**src/rtl/wb_port_arbiter.sv**
```systemverilog
// Register-file write-port arbiter: the pipeline writeback normally owns the single
// write port, and a waiting MDU result is force-granted after STARVE_LIMIT refusals.
module wb_port_arbiter #(
  parameter int unsigned STARVE_LIMIT = 4
) (
  input  logic        clk,
  input  logic        reset,
  input  logic        pipeValid,
  input  logic [4:0]  pipeRd,
  input  logic [31:0] pipeData,
  input  logic        mduValid,
  input  logic [4:0]  mduRd,
  input  logic [31:0] mduData,
  output logic        mduReady,
  output logic        pipeStall,
  output logic        regWrite,
  output logic [4:0]  rd,
  output logic [31:0] dataToReg
);

  localparam logic [3:0] LIMIT = 4'(STARVE_LIMIT);

  typedef enum logic {PIPE_PRI, MDU_FORCE} state_t;

  state_t      state_q, state_d;
  logic [3:0]  starve_cnt_q, starve_cnt_d;
  logic        reg_write_q, reg_write_d;
  logic [4:0]  rd_q, rd_d;
  logic [31:0] data_q, data_d;

  logic        mdu_xfer, pipe_acc;

  always_comb begin
    mduReady     = 1'b0;
    pipeStall    = 1'b0;
    state_d      = PIPE_PRI;
    starve_cnt_d = starve_cnt_q;
    reg_write_d  = 1'b0;
    rd_d         = rd_q;
    data_d       = data_q;

    if (!reset) begin
      case (state_q)
        PIPE_PRI:  mduReady = mduValid & ~pipeValid;
        MDU_FORCE: begin
          mduReady  = mduValid;
          pipeStall = pipeValid;
        end
        default:   mduReady = 1'b0;
      endcase
    end

    mdu_xfer = mduValid & mduReady;
    pipe_acc = pipeValid & ~pipeStall & ~reset;

    if (!mduValid || mdu_xfer)
      starve_cnt_d = 4'd0;
    else if (starve_cnt_q >= LIMIT)
      starve_cnt_d = LIMIT;
    else
      starve_cnt_d = starve_cnt_q + 4'd1;

    // Force lasts a single cycle; the cleared counter keeps two forces apart.
    if (state_q == PIPE_PRI && starve_cnt_d == LIMIT)
      state_d = MDU_FORCE;

    // The two grants are mutually exclusive, so at most one write per cycle.
    if (mdu_xfer) begin
      rd_d        = mduRd;
      reg_write_d = (mduRd != 5'd0);
      if (mduRd != 5'd0) data_d = mduData;
    end else if (pipe_acc) begin
      rd_d        = pipeRd;
      reg_write_d = (pipeRd != 5'd0);
      if (pipeRd != 5'd0) data_d = pipeData;
    end
  end

  always_ff @(posedge clk or posedge reset) begin
    if (reset) begin
      state_q      <= PIPE_PRI;
      starve_cnt_q <= 4'd0;
      reg_write_q  <= 1'b0;
      rd_q         <= 5'd0;
      data_q       <= 32'd0;
    end else begin
      state_q      <= state_d;
      starve_cnt_q <= starve_cnt_d;
      reg_write_q  <= reg_write_d;
      rd_q         <= rd_d;
      data_q       <= data_d;
    end
  end

  assign regWrite  = reg_write_q;
  assign rd        = rd_q;
  assign dataToReg = data_q;

endmodule

```
**config.mk**
```make
export PLATFORM = sky130hd
export DESIGN_NAME = wb_port_arbiter
export DESIGN_NICKNAME = d
export VERILOG_FILES = /design/src/rtl/wb_port_arbiter.sv
export SDC_FILE = /design/constraint.sdc
export NUM_CORES = 1
export LEC_CHECK = 0
export ABC_AREA = 0
export BUFFER_PORTS_ARGS = -buffer_cell sky130_fd_sc_hd__buf_2
export CORE_MARGIN = 2
export CORE_UTILIZATION = 44
export DETAILED_ROUTE_END_ITERATION = 7
export GPL_TIMING_DRIVEN = 0
export MAX_ROUTING_LAYER = met4
export PLACE_DENSITY = 0.79
export SETUP_SLACK_MARGIN = 0.2
export SLEW_MARGIN = 15
export SYNTH_ARGS = -nofsm -noshare
export SYNTH_HDL_FRONTEND = slang
export SYNTH_SLANG_ARGS = --single-unit
```
**constraint.sdc**
```tcl
create_clock -name clk -period 3.55 [get_ports clk]
set_input_delay 0.71 -clock clk [delete_from_list [all_inputs] [get_ports clk]]
set_output_delay 0.71 -clock clk [all_outputs]
set_load 0.01 [all_outputs]
```
==> metrics.cfg, run 1 <==
[clocking]
cts.path.max_buffers = 2
postCtsHoldBufs = 0
numCtsBuffers = 5
clk_latency_ps = 290
post_cts_resize_count = 0
h-tree-depth = 2
cts_setup_buffers = 0
root_buffer = clkbuf_8
cts_tree = yes
cts.clk_slew.worst_paths_ps = 80
clock_sinks = 43

[power]
p_int_mw = 1.05
p_sw_share_pct = 26.9
powerDensity_mw_per_mm2 = 483
p_seq_share_pct = 43.7
power.leakage_nw = 1.55
clkPwrFrac_pct = 27.3
comb_power_share_pct = 29.0
vdd_drop_max_mv = 0.254
p_sw_mw = 0.387

[drt]
viasPerCell = 4.87
wl_per_cell_um = 14.2
vias = 1655
drc_errors = 0
drt_wl_total_um = 4830
drt_iter0_drc = 108
drt_first_pass_iters = 4
postRouteAntennaNets = 0

[logic_synthesis]
synth_common_cells = dfrtp_1, mux2_2, mux2_4, inv_1, a222oi_1
synth_edf_count = 0
yosysMostFrequentCell = dfrtp_1
ys_warn_count = 0
avgSynthCellArea_um2 = 14.7
synth.ff_latch_count = 43
syn-num-nets = 226
synth_area_leaders = dfrtp_1, mux2_4, mux2_2
syn_inst = 147
yosysTopAreaCell = dfrtp_1
synthArstFlopShare_pct = 100
synthesis.area_mm2 = 0.00217
synth_cell_types = 25
synthFlopType = dfrtp_1
synth_top_cell_area_share_pct = 49.7
yosysSeqAreaShare_pct = 49.7

[layout]
drive_above_1_share_pct = 72.2
insertedDiodeCount = 0
fillers = 368
syn_to_final_growth_pct = 37.6
multi_input_area_mm2 = 0.00102
finalNonFillerCells = 340
design_area_mm2 = 0.00298
fin_nets = 351
seq_area_mm2 = 0.00108

[place]
numPortBuffers = 117
place_congestion = 0.901
placed_cells = 332
place_ws_ps = 644
hpwl_um = 3750
postPlaceCellArea_mm2 = 0.00286

[floorplanning]
die_h_um = 74.2
row_count = 25
start_util_pct = 45.9
io_pins = 118
die_area_mm2 = 0.00550
core_mm2 = 0.00472
die_w_um = 74.2

[timing]
finalMaxSlewViolations = 0
max_freq_ghz = 0.352
hold_violations = 0
skew_ps = 6.40
hold_slack_ps = 454
setup_viol = 0
fin_ws_ps = 711
rsz0062_at_grt = no
finalCriticalPeriod_ps = 2840
setup_tns_ps = 0
tightest_slew_ps = 635
slew_headroom_pct = 57.2
fin_crit_sh_pct = 80.0

[critical_path]
r2r_end = dataToReg[24]
timing.rr.start = state_q
critPathCapture = mduReady
start_kind = input port
crit_start = reset
path_class = in -> out
rrSetupSlack_ps = 1470
worstPathRequired_ps = 2840
critPathMaxFanout = 23
ff2ff_path_depth = 5
arrival_ps = 2130
cp-end-kind = primary output

[global_route]
overflow = 0
grt_first_pass_wirelength_um = 7270
antenna_found_initial = 0
first_global_vias = 1531
grt_max_degree = 25
grt.total_usage_pct = 18.4

[run_status]
status = complete, no violations

[flow_run]
maxCapViolCount = 0

[hold_path]
hold_path.class = in -> async

[logic make-up (layout without fill, tap and decap cells)]
kind of cell / count (synthesis) / count (layout) / synth area share [%]
and+or+nand+nor: 14 / 14 / 3.93
AOI/OAI and AO/OA: 10 / 10 / 3.58
buffers and inverters: 13 / 139 / 3.35
adders and majority gates: 1 / 1 / 0.577
other: 1 / 1 / 0.173
muxes: 65 / 65 / 38.7
DFF: 43 / 43 / 49.7
[through the flow]
| step | power, mW | util, % |
|---|---|---|
| finish | 1.44 | 63.1 |
| global route | 1.51 | 63.1 |
| floorplan | 0.887 | - |
| CTS | 1.46 | 63.1 |
| detailed placement | 1.06 | 60.6 |
| global placement | 1.05 | 60.1 |
[worst max-delay path, cell delays in order]
cell and delay (ps):
buf_2 120, inv_2 380, nand3_2 320, buf_2 290
inv_1 150, buf_2 160
[routing by layer]
| layer | global-route usage, % | vias up | part of all wire [%] | wire length [µm] |
|---|---|---|---|---|
| met5 | - | - | 0 | 0 |
| li1 | - | 787 | - | - |
| met3 | 2.57 | 9 | 5.3 | 255 |
| met2 | 30.5 | 65 | 51 | 2490 |
| met4 | 8.89 | 0 | 2.2 | 106 |
| met1 | 22.0 | 794 | 41 | 1980 |
[power groups by stage]
| stage | clock, mW | combinational (mW) | sequential, mW |
|---|---|---|---|
| finish | 0.394 | 0.417 | 0.630 |
| global route | 0.417 | 0.450 | 0.642 |
| CTS | 0.403 | 0.425 | 0.631 |
| detailed placement | 0 | 0.422 | 0.639 |
| global placement | 0 | 0.411 | 0.635 |
| floorplan | 0 | 0.206 | 0.681 |
[registers in the layout, indices dropped and copies added (netlist names)]
signal / flops
dataToReg: 32
rd: 5
regWrite: 1
starve_cnt_q: 4
state_q: 1
[how the worst min path moves through the flow]
stage | start | to | slack [ps] | depth (start not counted)
2_1_floorplan | starve_cnt_q[0] | starve_cnt_q[0] | 440 | 1
5_1_grt | reset | rd[0] | 510 | 2
3_5_place_dp | rd[0] | rd[0] | 470 | 2
4_1_cts | reset | rd[2] | 470 | 2
6_report | reset | rd[0] | 450 | 2
3_3_place_gp | starve_cnt_q[0] | starve_cnt_q[0] | 460 | 1
[cell type report]
type,count,share of cell area (%)
multi-input combinational,91,34.2
inverter,7,0.881
sequential,43,36.1
timing repair buffer,118,20.6
buffer,6,1.55
clock buffer,6,2.77
clock inverter,2,1.17
tap,67,2.81
[placed cells by master (no fill, tap or decap), drive strengths merged, types with 2 or more instances in the layout]
cell type | Yosys | routed
clkbuf | 2 | 8
o21ai | 5 | 5
dfrtp | 43 | 43
or4 | 2 | 2
nor4 | 2 | 2
nor3 | 2 | 2
a222oi | 4 | 4
mux2 | 64 | 64
buf | 4 | 122
inv | 7 | 7
nor2 | 2 | 2
Note: power is estimated with default switching activity, not from simulation.
==> run 2, diff against run 1 <==
--- a/config.mk
+++ b/config.mk
@@ -5,14 +5,14 @@
 export SDC_FILE = /design/constraint.sdc
 export NUM_CORES = 1
 export LEC_CHECK = 0
-export ABC_AREA = 0
+export ABC_AREA = 1
 export BUFFER_PORTS_ARGS = -buffer_cell sky130_fd_sc_hd__buf_2
 export CORE_MARGIN = 2
-export CORE_UTILIZATION = 44
+export CORE_UTILIZATION = 45
 export DETAILED_ROUTE_END_ITERATION = 7
 export GPL_TIMING_DRIVEN = 0
 export MAX_ROUTING_LAYER = met4
-export PLACE_DENSITY = 0.79
+export PLACE_DENSITY = 0.8
 export SETUP_SLACK_MARGIN = 0.2
 export SLEW_MARGIN = 15
 export SYNTH_ARGS = -nofsm -noshare
==> constraint.sdc (replaced) <==
create_clock -name clk -period 2.85 [get_ports clk]
set_input_delay 0.57 -clock clk [delete_from_list [all_inputs] [get_ports clk]]
set_output_delay 0.57 -clock clk [all_outputs]
set_load 0.01 [all_outputs]
==> metrics.cfg, run 2 <==
[clocking]
root_buffer = clkbuf_8  ; unchanged
cts_tree = yes  ; unchanged
numCtsBuffers = 5  ; unchanged
clk_latency_ps = 290  ; about the same
postCtsHoldBufs = 0  ; unchanged
clock_sinks = 43  ; unchanged
h-tree-depth = 2  ; unchanged
cts.clk_slew.worst_paths_ps = 80  ; about the same
cts.path.max_buffers = 2  ; unchanged

[power]
powerDensity_mw_per_mm2 = 551  ; was 483 mW/mm²
power.leakage_nw = 1.85  ; was 1.55 nW
p_sw_share_pct = 31.0  ; was 26.9%
comb_power_share_pct = 28.1  ; was 29.0%
clkPwrFrac_pct = 25.2  ; was 27.3%
vdd_drop_max_mv = 0.245  ; was 0.254 mV
p_seq_share_pct = 46.7  ; was 43.7%
p_sw_mw = 0.512  ; was 0.387 mW
p_int_mw = 1.14  ; was 1.05 mW

[timing]
hold_violations = 0  ; unchanged
hold_slack_ps = 308  ; was 454 ps
finalMaxSlewViolations = 0  ; unchanged
setup_tns_ps = 0  ; unchanged
setup_viol = 0  ; unchanged
rsz0062_at_grt = no  ; unchanged
fin_crit_sh_pct = 82.3
skew_ps = 6.42  ; was 6.40 ps
max_freq_ghz = 0.426
finalCriticalPeriod_ps = 2350

[drt]
top_layer = met4  ; unchanged
wl_met1_um = 2520  ; was 1980 µm
postRouteAntennaNets = 0  ; unchanged
wl_met2_um = 2730  ; was 2490 µm
route.met3.wl_um = 354  ; was 255 µm
wl_per_cell_um = 11.3  ; was 14.2 µm
drt_wl_total_um = 5670  ; was 4830 µm
vias = 2312  ; was 1,655
drt_iter0_drc = 114  ; was 108
viasPerCell = 4.60  ; was 4.87
drt_first_pass_iters = 4  ; unchanged
drc_errors = 0  ; unchanged

[logic_synthesis]
syn-num-nets = 390  ; was 226
synthFlopType = dfrtp_1  ; unchanged
synth_area_leaders = dfrtp_1, nand2_1, nand3_1  ; was dfrtp_1, mux2_4, mux2_2
yosysTopAreaCell = dfrtp_1  ; unchanged
ys_warn_count = 0  ; unchanged
yosysSeqAreaShare_pct = 48.3  ; was 49.7%
avgSynthCellArea_um2 = 7.16  ; was 14.7 µm²
syn_inst = 311  ; was 147
synthesis.area_mm2 = 0.00223  ; was 0.00217 mm²
synth_common_cells = nand2_1, dfrtp_1, nand3_1, buf_2, nor2_1  ; was dfrtp_1, mux2_2, mux2_4, inv_1, a222oi_1
synth.ff_latch_count = 43  ; unchanged
yosysMostFrequentCell = nand2_1  ; was dfrtp_1
synth_cell_types = 19  ; was 25
synth_top_cell_area_share_pct = 48.3  ; was 49.7%
synthArstFlopShare_pct = 100  ; unchanged
synth_edf_count = 0  ; unchanged

[layout]
final_cell_mix = nand2_1, buf_2, dfrtp_1  ; was buf_2, dfrtp_1, mux2_2
insertedDiodeCount = 0  ; unchanged
drive_above_1_share_pct = 33.5  ; was 72.2%
syn_to_final_growth_pct = 34.8  ; was 37.6%
seq_area_mm2 = 0.00108  ; unchanged
fin_nets = 514  ; was 351
design_area_mm2 = 0.00300  ; was 0.00298 mm²
final_common_cell = nand2_1  ; was buf_2
finalNonFillerCells = 503  ; was 340
largest_register_ffs = 32  ; unchanged
multi_input_area_mm2 = 0.00100  ; was 0.00102 mm²
fillers = 474  ; was 368

[critical_path]
start_kind = input port  ; unchanged
critPathMaxFanout = 46  ; was 23
cp-end-kind = primary output  ; unchanged
path_class = in -> out  ; unchanged
worstPathRequired_ps = 2280  ; was 2840 ps
rrSetupSlack_ps = 1330  ; was 1470 ps
arrival_ps = 1780  ; was 2130 ps

[floorplanning]
die_w_um = 74.3  ; was 74.2 µm
start_util_pct = 46.8  ; was 45.9%
die_area_mm2 = 0.00552  ; was 0.00550 mm²
core_mm2 = 0.00475  ; was 0.00472 mm²
die_h_um = 74.3  ; was 74.2 µm
row_count = 25  ; unchanged
io_pins = 118  ; unchanged

[global_route]
grt.total_usage_pct = 21.9  ; was 18.4%
overflow = 0  ; unchanged
grt_first_pass_wirelength_um = 9210  ; was 7270 µm
first_global_vias = 2169  ; was 1,531
antenna_found_initial = 0  ; unchanged
grt_max_degree = 47  ; was 25

[place]
postPlaceCellArea_mm2 = 0.00290  ; was 0.00286 mm²
numPortBuffers = 117  ; unchanged
place_congestion = 0.810  ; was 0.901
hpwl_um = 4160  ; was 3750 µm
placed_cells = 495  ; was 332

[hold_path]
hold_path.class = in -> async  ; unchanged

[run_status]
status = complete, no violations  ; unchanged

[flow_run]
maxCapViolCount = 0  ; unchanged

-- run 2: cell type report --
type                            instances  area share, %
Sequential cell                        43           35.9
Multi-Input combinational cell        244           33.4
Timing Repair Buffer                  117           19.5
Buffer                                 16           3.88
Clock buffer                            8           3.34
Tap cell                               67           2.79
Inverter                                8           1.17
-- run 2: kinds of logic after synthesis --
| group | Yosys count | share of synthesized area, % |
|---|---|---|
| flops | 43 | 48.3 |
| simple gates | 240 | 43.8 |
| other cells | 1 | 0.168 |
| fa+ha+maj | 1 | 0.562 |
| compound gates | 2 | 0.562 |
| buf+inv | 24 | 6.58 |
-- run 2: worst paths after layout --
check                      startpoint            to  depth (start not counted)
max                             reset      mduReady                          6
min                             reset         rd[4]                          2
max reg2reg                   state_q  dataToReg[8]                          7
min reg2reg                     rd[2]         rd[2]                          2
max in group asynchronous       reset  dataToReg[7]                          2
min in group clk                rd[2]         rd[2]                          2
-- run 2: worst max-delay path, cell delays in order --
cell and delay [ps]:
buf_2 140, inv_6 310, nand2_1 140, nor2_2 200
buf_2 240, buf_2 160
-- run 2: layer usage --
metal  vias up  GRT usage (%)
met4         0           6.94
li1       1203              -
met3         7           3.93
met1      1023           26.9
met2        79           36.6
met5         -              -
-- run 2: power by group through the flow --
stage / clock network (mW) / registers [mW] / logic (mW)
global placement: 0 / 0.780 / 0.458
finish: 0.417 / 0.772 / 0.464
detailed placement: 0 / 0.782 / 0.469
floorplan: 0 / 0.831 / 0.209
CTS: 0.431 / 0.773 / 0.470
global route: 0.450 / 0.785 / 0.525
-- run 2: metrics by stage --
step	utilization (%)	power, mW	setup slack, ps
after floorplan	-	1.04	595
after global placement	60.9	1.24	62.1
after detailed placement	60.9	1.25	-2.36
after CTS	63.1	1.67	325
after global routing	63.1	1.76	302
final	63.1	1.65	505
-- run 2: repair_timing --
action / 4_1_cts / 5_1_grt
resized for setup: 1 / 1
setup endpoints to repair: 1 / 1
setup buffers: 0 / 0
==> run 3, diff against run 2 <==
--- a/config.mk
+++ b/config.mk
@@ -8,11 +8,11 @@
 export ABC_AREA = 1
 export BUFFER_PORTS_ARGS = -buffer_cell sky130_fd_sc_hd__buf_2
 export CORE_MARGIN = 2
-export CORE_UTILIZATION = 45
+export CORE_UTILIZATION = 41
 export DETAILED_ROUTE_END_ITERATION = 7
 export GPL_TIMING_DRIVEN = 0
 export MAX_ROUTING_LAYER = met4
-export PLACE_DENSITY = 0.8
+export PLACE_DENSITY = 0.77
 export SETUP_SLACK_MARGIN = 0.2
 export SLEW_MARGIN = 15
 export SYNTH_ARGS = -nofsm -noshare
==> constraint.sdc (replaced) <==
create_clock -name clk -period 2 [get_ports clk]
set_input_delay 0.4 -clock clk [delete_from_list [all_inputs] [get_ports clk]]
set_output_delay 0.4 -clock clk [all_outputs]
set_load 0.01 [all_outputs]
==> metrics.cfg, run 3 (synthesis results as in run 2) <==
[power]
power.leakage_nw = 1.85  ; about the same
vdd_drop_max_mv = 0.456  ; was 0.245 mV
powerDensity_mw_per_mm2 = 753  ; was 551 mW/mm²

[timing]
skew_ps = 6.62  ; was 6.42 ps
fin_crit_sh_pct = 86.1
max_freq_ghz = 0.581
finalMaxSlewViolations = 0  ; unchanged
setup_viol = 0  ; unchanged
rsz0062_at_grt = no  ; unchanged
finalCriticalPeriod_ps = 1720
hold_violations = 0  ; unchanged

[layout]
insertedDiodeCount = 0  ; unchanged
fin_nets = 516  ; was 514
final_common_cell = nand2_1  ; unchanged
drive_above_1_share_pct = 33.5  ; unchanged
design_area_mm2 = 0.00301  ; was 0.00300 mm²
syn_to_final_growth_pct = 35.2  ; was 34.8%
post-route-util_pct = 58.2  ; was 63.1%
largest_register_ffs = 32  ; unchanged
final_cell_mix = nand2_1, buf_2, dfrtp_1  ; unchanged
fillers = 523  ; was 474

[global_route]
antenna_found_initial = 0  ; unchanged
overflow = 0  ; unchanged
grt_max_degree = 24  ; was 47
grt_first_pass_wirelength_um = 9840  ; was 9210 µm
grt.total_usage_pct = 20.9  ; was 21.9%
first_global_vias = 2201  ; was 2,169

[hold_path]
hold_path.class = in -> async  ; unchanged

[place]
place_congestion = 0.887  ; was 0.810
postPlaceCellArea_mm2 = 0.00290  ; about the same
numPortBuffers = 117  ; unchanged
hpwl_um = 4340  ; was 4160 µm

[drt]
vias = 2311  ; was 2,312
drt_iter0_drc = 77  ; was 114
drc_errors = 0  ; unchanged
drt_wl_total_um = 5920  ; was 5670 µm
wl_per_cell_um = 11.7  ; was 11.3 µm
viasPerCell = 4.57  ; was 4.60
drt_first_pass_iters = 4  ; unchanged
postRouteAntennaNets = 0  ; unchanged

[clocking]
clk_latency_ps = 280  ; was 290 ps
clock_sinks = 43  ; unchanged
cts.path.max_buffers = 2  ; unchanged
cts_setup_buffers = 0  ; unchanged
cts_tree = yes  ; unchanged
h-tree-depth = 2  ; unchanged
numCtsBuffers = 5  ; unchanged
root_buffer = clkbuf_8  ; unchanged
cts.clk_slew.worst_paths_ps = 70  ; was 80 ps
postCtsHoldBufs = 0  ; unchanged

[critical_path]
start_kind = input port  ; unchanged
critPathMaxFanout = 12  ; was 46
path_class = in -> out  ; unchanged
critical-path-slowest-cell = buf_2  ; was inv_6
path_cells = buf_2 > inv_12 > nand2_1 > nor2_4 > buf_4 > buf_2  ; was buf_2 > inv_6 > nand2_1 > nor2_2 > buf_2 > buf_2
path_delay_family = buffers and inverters  ; unchanged
cp-end-kind = primary output  ; unchanged
arrival_ps = 1320  ; was 1780 ps
crit_top_cell = buf_2  ; unchanged
max_stage_delay_ps = 210  ; was 310 ps
timing.critical_path.buf_inv = 4  ; unchanged
worstPathRequired_ps = 1600  ; was 2280 ps

[floorplanning]
start_util_pct = 43.0  ; was 46.8%
core_mm2 = 0.00517  ; was 0.00475 mm²
die_w_um = 77.7  ; was 74.3 µm
die_h_um = 77.7  ; was 74.3 µm
row_count = 26  ; was 25
die_area_mm2 = 0.00603  ; was 0.00552 mm²
io_pins = 118  ; unchanged

[flow_run]
maxCapViolCount = 0  ; unchanged

[run_status]
status = complete, no violations  ; unchanged

-- run 3: cell count changes in the layout (fill, tap and decap cells not counted) --
cell,delta
clkbuf_8,-2
buf_2,-1
buf_4,+1
inv_12,+1
inv_6,+1
nor2_2,-1
nor2_4,+1
-- run 3: cell type report --
| type | count | area, µm² | area share (%) |
|---|---|---|---|
| multi-input cells | 244 | 1010 | 33.5 |
| flip-flops and latches | 43 | 1080 | 35.8 |
| clock buffers | 6 | 72.6 | 2.41 |
| well taps | 70 | 87.6 | 2.91 |
| repair buffers | 117 | 586 | 19.5 |
| repair inverters | 2 | 17.5 | 0.582 |
| inverters | 8 | 42.5 | 1.41 |
| plain buffers | 16 | 119 | 3.95 |
-- run 3: layer usage --
layer  up-vias  GRT usage, %  wire length (µm)
met1      1024          26.6              2640
met3         4          3.84               328
met2        72          34.7              2900
met5         -             -                 0
li1       1211             -                 -
met4         0          4.82                53
-- run 3: worst register-to-register path, cell delays in order, from the launching register on --
cell and delay (ps):
dfrtp_1 410, inv_2 60, nand2_1 80, nand3_2 180, clkbuf_1 390, nand2_1 110, nand2_1 80, nand2_1 50
nand2_1 50
-- run 3: path summary, 6_finish.rpt --
path / start / endpoint / slack (ps) / depth (start not counted)
worst min register to register: rd[0] / rd[0] / 480 / 2
worst max register to register: state_q / dataToReg[17] / 530 / 8
worst min-delay path: reset / dataToReg[10] / 120 / 2
worst max-delay path: reset / mduReady / 280 / 6
min in group clk: pipeRd[3] / rd[3] / 350 / 3
max in group asynchronous: reset / rd[0] / 1630 / 2
-- run 3: timing repair --
action | 4_1_cts | 5_1_grt
endpoints found under the setup margin | 1 | 1
cloned | 1 | 1
resized for setup | 4 | 1
pin swaps | 0 | 0
-- run 3: stage by stage --
step	cells	TNS (ps)	setup slack, ps	power (mW)	hold slack, ps
global route	506	0	213	2.43	120
detailed placement	498	-302	-166	1.78	470
global placement	498	-155	-155	1.77	462
CTS	505	0	218	2.29	111
finish	506	0	278	2.27	124
floorplan	311	0	335	1.48	300
-- run 3: power breakdown --
| group | internal [mW] | total, mW | switching [mW] |
|---|---|---|---|
| clock | 0.233 | 0.498 | 0.265 |
| combinational | 0.294 | 0.670 | 0.376 |
| sequential | 1.02 | 1.10 | 0.0793 |
